$ cat src/rtl/lsu_addr_stage.sv
// LSU address-generation stage: vaddr = base + offset, misalign flag, and a
// two-entry skid buffer (output reg + skid reg) toward the dTLB/dcache port.
module lsu_addr_stage #(
  parameter int XLEN             = 64,
  parameter int VIRTUAL_ADDR_LEN = 39,
  parameter int ROB_INDEX_WIDTH  = 6
) (
  input  logic                        clk,
  input  logic                        rst,
  input  logic                        flush_i,
  input  logic                        issue_valid_i,
  output logic                        issue_ready_o,
  input  logic [XLEN-1:0]             issue_base_i,
  input  logic [XLEN-1:0]             issue_offset_i,
  input  logic                        issue_is_load_i,
  input  logic [1:0]                  issue_size_i,
  input  logic [ROB_INDEX_WIDTH-1:0]  issue_rob_idx_i,
  output logic                        req_valid_o,
  input  logic                        req_ready_i,
  output logic [VIRTUAL_ADDR_LEN-1:0] req_vaddr_o,
  output logic                        req_is_load_o,
  output logic [1:0]                  req_size_o,
  output logic [ROB_INDEX_WIDTH-1:0]  req_rob_idx_o,
  output logic                        req_misalign_o
);

  localparam int VA = VIRTUAL_ADDR_LEN;

  typedef struct packed {
    logic [VA-1:0]              vaddr;
    logic                       isLoad;
    logic [1:0]                 size;
    logic [ROB_INDEX_WIDTH-1:0] robIdx;
    logic                       misalign;
  } req_t;

  typedef enum logic [1:0] {
    S_EMPTY,
    S_ONE,
    S_FULL
  } state_t;

  state_t        r_state;
  req_t          r_out;
  req_t          r_skid;
  logic          r_issueReady;

  logic [VA-1:0] w_vaddr;
  logic          w_misalign;
  req_t          w_newReq;
  logic          w_issueFire;
  logic          w_reqFire;
  logic          w_unusedUpper;

  // Upper operand bits never reach the address; carry out of bit VA-1 is dropped.
  assign w_vaddr       = issue_base_i[VA-1:0] + issue_offset_i[VA-1:0];
  assign w_unusedUpper = ^{issue_base_i[XLEN-1:VA], issue_offset_i[XLEN-1:VA]};

  always_comb begin
    w_misalign = 1'b0;
    case (issue_size_i)
      2'd0:    w_misalign = 1'b0;
      2'd1:    w_misalign = w_vaddr[0];
      2'd2:    w_misalign = |w_vaddr[1:0];
      default: w_misalign = |w_vaddr[2:0];
    endcase
  end

  assign w_newReq = '{vaddr:    w_vaddr,
                      isLoad:   issue_is_load_i,
                      size:     issue_size_i,
                      robIdx:   issue_rob_idx_i,
                      misalign: w_misalign};

  assign w_issueFire = issue_valid_i & r_issueReady;
  assign w_reqFire   = req_valid_o & req_ready_i;

  // Flush keeps the stale payload in the regs; only the valid state is cleared.
  always_ff @(posedge clk) begin
    if (rst) begin
      r_state      <= S_EMPTY;
      r_issueReady <= 1'b1;
      r_out        <= '0;
      r_skid       <= '0;
    end else if (flush_i) begin
      r_state      <= S_EMPTY;
      r_issueReady <= 1'b1;
    end else begin
      case (r_state)
        S_EMPTY: begin
          if (w_issueFire) begin
            r_out   <= w_newReq;
            r_state <= S_ONE;
          end
        end
        S_ONE: begin
          if (w_issueFire && w_reqFire) begin
            r_out <= w_newReq;
          end else if (w_issueFire) begin
            r_skid       <= w_newReq;
            r_state      <= S_FULL;
            r_issueReady <= 1'b0;
          end else if (w_reqFire) begin
            r_state <= S_EMPTY;
          end
        end
        S_FULL: begin
          if (w_reqFire) begin
            r_out        <= r_skid;
            r_state      <= S_ONE;
            r_issueReady <= 1'b1;
          end
        end
        default: begin
          r_state      <= S_EMPTY;
          r_issueReady <= 1'b1;
        end
      endcase
    end
  end

  assign issue_ready_o  = r_issueReady;
  assign req_valid_o    = (r_state != S_EMPTY);
  assign req_vaddr_o    = r_out.vaddr;
  assign req_is_load_o  = r_out.isLoad;
  assign req_size_o     = r_out.size;
  assign req_rob_idx_o  = r_out.robIdx;
  assign req_misalign_o = r_out.misalign;

endmodule

$ cat config.mk
export PLATFORM = sky130hd
export DESIGN_NAME = lsu_addr_stage
export DESIGN_NICKNAME = d
export VERILOG_FILES = /design/src/rtl/lsu_addr_stage.sv
export SDC_FILE = /design/constraint.sdc
export NUM_CORES = 1
export LEC_CHECK = 0
export BUFFER_PORTS_ARGS = -buffer_cell sky130_fd_sc_hd__buf_2
export CORE_AREA = 5 5 105 127
export DETAILED_ROUTE_END_ITERATION = 10
export DIE_AREA = 0 0 110 132
export HOLD_SLACK_MARGIN = 0.12
export PLACE_DENSITY = 0.89
export SYNTH_ARGS = -nofsm -noshare
export SYNTH_HDL_FRONTEND = slang
export SYNTH_SLANG_ARGS = --single-unit
$ cat constraint.sdc
create_clock -name clk -period 6.8 [get_ports clk]
set_clock_uncertainty 0.15 [all_clocks]
set_input_delay 1.36 -clock clk [delete_from_list [all_inputs] [get_ports clk]]
set_output_delay 1.36 -clock clk [all_outputs]
set_load 0.03 [all_outputs]
==> flow_summary.yaml, run 1 <==
pwr:
  p_clk_share_pct: 31.2
  switchingPower_mw: 0.519
  p_int_mw: 1.05
  power_frac_comb_pct: 28.5
  finalPower_mw: 1.57
  power_density_mw_per_mm2: 212
  p_leak_nw: 3.13
  swShare_pct: 33.0
  ir_drop_uv: 104
  seqPwrFrac_pct: 40.3
worst_setup_path:
  crit_arrival_ns: 4.21
  crit_fanout: 8
  reg2reg_to: "req_vaddr_o[24]"
  critical_path_class: "in -> reg"
  cp_data_required_time_ns: 6.89
  r2r_slack_ns: 4.09
  reg2reg_from: "r_state[0]"
  critPathCaptureType: "flip-flop"
  start_kind: "input port"
  worst-r2r-cell-count: 7
detailed_routing:
  drcViolationCount: 0
  wirelength_mm: 16.6
  wire_per_inst_um: 15.0
  ant_nets: 0
  drtPass1Iterations: 5
  vias: 6511
  detail_route.vias_per_cell: 5.86
  drt_iter0_drc: 532
logic_synthesis:
  syn_area_mm2: 0.00645
  yosysSeqAreaShare_pct: 31.4
  synth_seq_cells: 101
  synth_warnings: 0
  syn_nets: 1026
  synthTopCellsByArea: "dfxtp_1 (31%), nand2_1 (9.4%), a21oi_1 (7.6%)"
  syn-instance-count: 845
  synth_edf_count: 0
  yosysUniqueCellTypes: 72
  yosysTopAreaCell: "dfxtp_1"
  synth_flop_cell: "dfxtp_1"
  yosysTopAreaCellShare_pct: 31.4
  synth.avg_cell_area_um2: 7.63
  ys_async_sr_fraction_pct: 0
global_route:
  grt_pass1_wl_mm: 27.2
  overflow: 0
  grt_max_degree: 108
  antenna_found_initial: 0
  grt_pass1_vias: 5973
  grt.total_usage_pct: 22.6
placed_design:
  gp_congestion: 0.976
  port-buffer-count: 142
  dp_hpwl_mm: 12.0
  pre_cts_ws_ns: 2.35
  place_area_mm2: 0.00712
  placed_cells: 1095
status:
  status: "finished clean"
sta:
  finalSetupTns_ns: 0
  finalWorstSetupSlack_ns: 2.68
  fmax_mhz: 242
  post-route-min-period_ns: 4.12
  final_hold_viol_count: 0
  maxSlewViolCount: 0
  hold-worst-slack_ns: 0.304
  rsz0062_at_grt: "false"
  worstMarginPinSlew_ns: 1.07
  period_share_pct: 60.7
  relSlewSlack_pct: 28.4
  setup_viol: 0
floorplanning:
  coreArea_mm2: 0.0119
  die-area_mm2: 0.0145
  dieWidth_um: 110
  rows: 44
  io_pins: 193
  die_h_um: 132
  floorplan.initialDensity_pct: 54.0
clock_network:
  cts_root_buf: "clkbuf_16"
  cts_buffers: 9
  h-tree-depth: 3
  clock_sinks: 101
  cts_setup_buffers: 0
  cts_resized: 0
  hold_buffers: 0
  clk_latency_ns: 0.34
  cts_buffer_depth: 2
  cts_tree: "yes"
  clkTransAtPathRegs_ns: 0.07
layout:
  utilization_pct: 62.0
  layout.cells.non_filler: 1111
  final_cell_mix: "nand2_1 (160), buf_2 (141), dfxtp_1 (101)"
  final_common_cell: "nand2_1"
  antenna_cells: 0
  num-nets-final: 1126
  syn_to_final_growth_pct: 14.9
  layout-drive-gt1-share_pct: 19.6
  finalInstanceArea_mm2: 0.00741
hold_path:
  hp-class: "reg -> reg"
  min_to: "r_skid[9]"
  holdPathStages: 2
  hold_start: "r_skid[9]"
flow_run:
  maxCapViolations: 0
-- worst max path at each step --
stage | from | cells after the start | slack (ns) | to
finish | issue_base_i[0] | 12 | 2.68 | req_vaddr_o[30]
global route | issue_base_i[22] | 10 | 2.48 | r_skid[43]
CTS | issue_base_i[0] | 12 | 2.70 | req_vaddr_o[30]
detailed placement | issue_base_i[0] | 12 | 2.35 | req_vaddr_o[30]
global placement | issue_base_i[0] | 12 | 2.45 | req_vaddr_o[30]
floorplan | issue_base_i[0] | 11 | 2.93 | req_vaddr_o[30]
-- state kept, by name, summed over array words and instances (netlist names) --
name / cells
r_state: 2
req_misalign_o: 1
req_is_load_o: 1
issue_ready_o: 1
req_size_o: 2
r_skid: 49
req_vaddr_o: 39
req_rob_idx_o: 6
-- synth_stat cells (4+ instances only) --
cell      instances
nand2_1         162
buf_2             4
nor2b_1           4
a21o_2            4
nand4_1          10
o21ai_0          24
ha_1             38
a311oi_1         23
o21bai_1          7
inv_1            12
clkbuf_1         43
a31oi_1           9
nor2_1           82
or3_1             6
clkbuf_8          7
a21oi_1          98
nand2b_1          9
nand3_1          19
xor2_1           14
o22ai_1           7
dfxtp_1         101
nor3_1           14
nand3b_1          9
a211oi_1         23
a21o_1           16
o211ai_1          6
o31a_1            4
xnor2_1          14
o31ai_1           6
mux2i_1           4
-- critical path: stages --
cell and delay (ns):
buf_2 0.10, ha_1 0.23, inv_1 0.08, fa_1 0.24, nor2b_4 0.06, o31ai_2 0.34, a211oi_4 0.14, a2111oi_4 0.65
o21ai_2 0.28, a21oi_1 0.31, xor2_1 0.13, a2111oi_2 0.29
-- area by class of cell --
class	count	area (um2)
fillers	1112	4540
multi-input cells	676	4120
flip-flops and latches	101	2020
repair buffers	145	736
clock buffers	12	256
well taps	161	201
inverters	12	45.0
clock inverters	4	32.5
-- logic make-up after synthesis --
| group | after synthesis | share of synthesized area [%] |
|---|---|---|
| fa+ha+maj | 39 | 7.69 |
| compound gates | 264 | 27.8 |
| flops | 101 | 31.4 |
| xor+xnor | 28 | 3.80 |
| simple gates | 341 | 23.6 |
| mux | 4 | 0.621 |
| buf+inv | 68 | 5.14 |
-- per-layer routing --
| layer | global-route usage [%] | wire length, um |
|---|---|---|
| met3 | 2.25 | 954 |
| met4 | 7.83 | 315 |
| met5 | 0 | 0 |
| met1 | 28.2 | 6860 |
| met2 | 39.6 | 8480 |
-- power by group through the flow --
stage	sequential (mW)	clock [mW]	combinational [mW]
floorplan	0.691	0	0.283
global placement	0.646	0	0.438
detailed placement	0.647	0	0.445
CTS	0.634	0.496	0.447
global route	0.636	0.516	0.496
finish	0.634	0.491	0.448
Note: power is estimated with default switching activity, not from simulation.
==> run 2: changes to the inputs <==
==> config.mk (replaced) <==
export PLATFORM = sky130hd
export DESIGN_NAME = lsu_addr_stage
export DESIGN_NICKNAME = d
export VERILOG_FILES = /design/src/rtl/lsu_addr_stage.sv
export SDC_FILE = /design/constraint.sdc
export NUM_CORES = 1
export LEC_CHECK = 0
export ABC_AREA = 1
export BUFFER_PORTS_ARGS = -buffer_cell sky130_fd_sc_hd__buf_2
export CORE_AREA = 5 5 117 141
export DETAILED_ROUTE_END_ITERATION = 10
export DIE_AREA = 0 0 122 146
export HOLD_SLACK_MARGIN = 0.12
export PLACE_DENSITY = 0.82
export SYNTH_ARGS = -nofsm -noshare
export SYNTH_HDL_FRONTEND = slang
export SYNTH_SLANG_ARGS = --single-unit
==> constraint.sdc (replaced) <==
create_clock -name clk -period 3.45 [get_ports clk]
set_clock_uncertainty 0.15 [all_clocks]
set_input_delay 0.69 -clock clk [delete_from_list [all_inputs] [get_ports clk]]
set_output_delay 0.69 -clock clk [all_outputs]
set_load 0.03 [all_outputs]
==> flow_summary.yaml, run 2 <==
global_route:
  overflow: 0
  grt.total_usage_pct: 22.4
  antenna_found_initial: 0
  grt_pass1_vias: 7060
  grt_pass1_wl_mm: 32.7
  grt_max_degree: 56
floorplanning:
  rows: 49
  dieWidth_um: 122
  die_h_um: 146
  floorplan.initialDensity_pct: 47.0
  die-area_mm2: 0.0178
  coreArea_mm2: 0.0149
  io_pins: 193
logic_synthesis:
  yosysSeqAreaShare_pct: 28.9
  synth_warnings: 0
  synthTopCellsByArea: "dfxtp_1 (29%), nand2_1 (18%), inv_1 (8.6%)"
  synthMuxAreaShare_pct: 0
  synth_seq_cells: 101
  synth-xor-area-share_pct: 2.00
  yosysUniqueCellTypes: 37
  synthSimpleGateAreaFrac_pct: 29.2
  synth.avg_cell_area_um2: 6.20
  yosysTopAreaCellShare_pct: 28.9
  synth.top_cells.by_count: "nand2_1 (327), inv_1 (161), a21oi_1 (113), dfxtp_1 (101), nor2_1 (95)"
  syn_area_mm2: 0.00700
  synth_flop_cell: "dfxtp_1"
  ys_async_sr_fraction_pct: 0
  syn-instance-count: 1129
  synth_top_family_by_area: "simple AND/OR/NAND/NOR gates"
  yosysMostFrequentCell: "nand2_1"
  synth_edf_count: 0
  synth_fa_ha_area_share_pct: 7.08
  syn_nets: 1310
  yosysTopAreaCell: "dfxtp_1"
  synth-compound-area-share_pct: 21.1
placed_design:
  pre_cts_ws_ns: 0.494
  gp_congestion: 0.875
  port-buffer-count: 142
  place_area_mm2: 0.00783
  dp_hpwl_mm: 15.3
sta:
  finalSetupTns_ns: 0
  worstMarginPinSlew_ns: 0.923
  period_share_pct: 76.1
  maxSlewViolCount: 0
  finalWorstSetupSlack_ns: 0.826
  final_hold_viol_count: 0
  fmax_mhz: 381
  rsz0062_at_grt: "false"
  setup_viol: 0
  post-route-min-period_ns: 2.62
  relSlewSlack_pct: 38.4
pwr:
  ir_drop_uv: 227
  finalPower_mw: 3.19
  p_leak_nw: 4.56
  power_density_mw_per_mm2: 393
status:
  status: "finished clean"
layout:
  final_common_cell: "nand2_1"
  final_cell_mix: "nand2_1 (327), inv_1 (160), buf_2 (142)"
  layout-drive-gt1-share_pct: 15.2
  largest_reg_flops: 49
  nFillCells: 1535
  num-nets-final: 1429
  top_register: "r_skid"
  finalInstanceArea_mm2: 0.00812
  syn_to_final_growth_pct: 16.1
  antenna_cells: 0
  utilization_pct: 54.5
clock_network:
  clkTransAtPathRegs_ns: 0.07
  cts_setup_buffers: 0
  clock_sinks: 101
  cts_root_buf: "clkbuf_16"
  cts_buffer_depth: 2
  cts_resized: 0
  clk_latency_ns: 0.34
  cts_buffers: 9
  h-tree-depth: 3
  cts_tree: "yes"
  hold_buffers: 0
worst_setup_path:
  crit_arrival_ns: 2.72
  crit_fanout: 4
  critPathCaptureType: "flip-flop"
  critical_path_class: "in -> reg"
  start_kind: "input port"
  cp_data_required_time_ns: 3.54
hold_path:
  hp-class: "reg -> reg"
detailed_routing:
  drt_iter0_drc: 493
  drtPass1Iterations: 8
  drcViolationCount: 0
  wirelength_mm: 20.0
  wire_per_inst_um: 13.7
  detail_route.vias_per_cell: 5.15
  vias: 7500
  ant_nets: 0
flow_run:
  maxCapViolations: 0
run 2: cell types whose count changed after synthesis, sizes merged, moves of 15 or more:
cell	previous run	this run
inv	12	167
a21oi	99	114
clkbuf	51	23
o21ai	28	95
a21o	20	5
nand2	162	334
nor2	83	99
a311oi	24	0
o21a	3	18
nand3	19	49
a211oi	24	0
run 2: final timing paths:
check / from / end / slack [ns] / cells past startpoint
max: issue_base_i[0] / r_skid[42] / 0.83 / 18
min: req_vaddr_o[4] / req_vaddr_o[4] / 0.32 / 2
max reg2reg: r_state[0] / r_skid[15] / 1.34 / 10
min reg2reg: req_vaddr_o[4] / req_vaddr_o[4] / 0.32 / 2
run 2: power by group:
part           internal [mW]  switching, mW  total (mW)
Sequential              1.22         0.0300        1.25
Clock                  0.561          0.439        1.00
Combinational          0.310          0.632       0.942
Total                   2.09           1.10        3.19
run 2: cells by family after synthesis:
family | after synthesis
and+or+nand+nor | 499
AOI/OAI and AO/OA | 267
buffers and inverters | 207
DFF | 101
adders and majority gates | 39
xor gates and xnor gates | 16
run 2: cell type report:
class	count	area [um2]	area share, %
Multi-Input combinational cell	821	4150	51.2
Sequential cell	101	2020	24.9
Timing Repair Buffer	148	768	9.46
Inverter	167	627	7.72
Tap cell	204	255	3.14
Clock buffer	10	229	2.82
Clock inverter	6	63.8	0.786
run 2: worst max-delay path, stage by stage:
cell and delay [ns]:
buf_2 0.08, ha_1 0.29, inv_1 0.10, fa_1 0.41, inv_1 0.12, nand3_1 0.08
nand3_1 0.13, nand2_1 0.07, nand3_1 0.12, nand2_1 0.06, nand2_1 0.14, nand2_1 0.10
nand2_1 0.07, nand2_1 0.06, nand2_1 0.07, nand2_1 0.04, nand2_1 0.06, inv_1 0.03
run 2: through the flow:
stage                     instances  hold WS (ns)
after CTS                      1457         0.317
final                          1457         0.316
after global routing           1457         0.347
after detailed placement       1441         0.306
after floorplan                1129         0.304
after global placement         1441         0.303
run 2: metal layers:
| metal | global-route usage (%) | part of all wire, % | vias to the layer above |
|---|---|---|---|
| li1 | - | - | 3857 |
| met1 | 27.1 | 42 | 3358 |
| met2 | 39.6 | 51 | 236 |
| met3 | 3.38 | 4.9 | 49 |
| met4 | 8.52 | 2.9 | 0 |
| met5 | 0 | 0 | - |
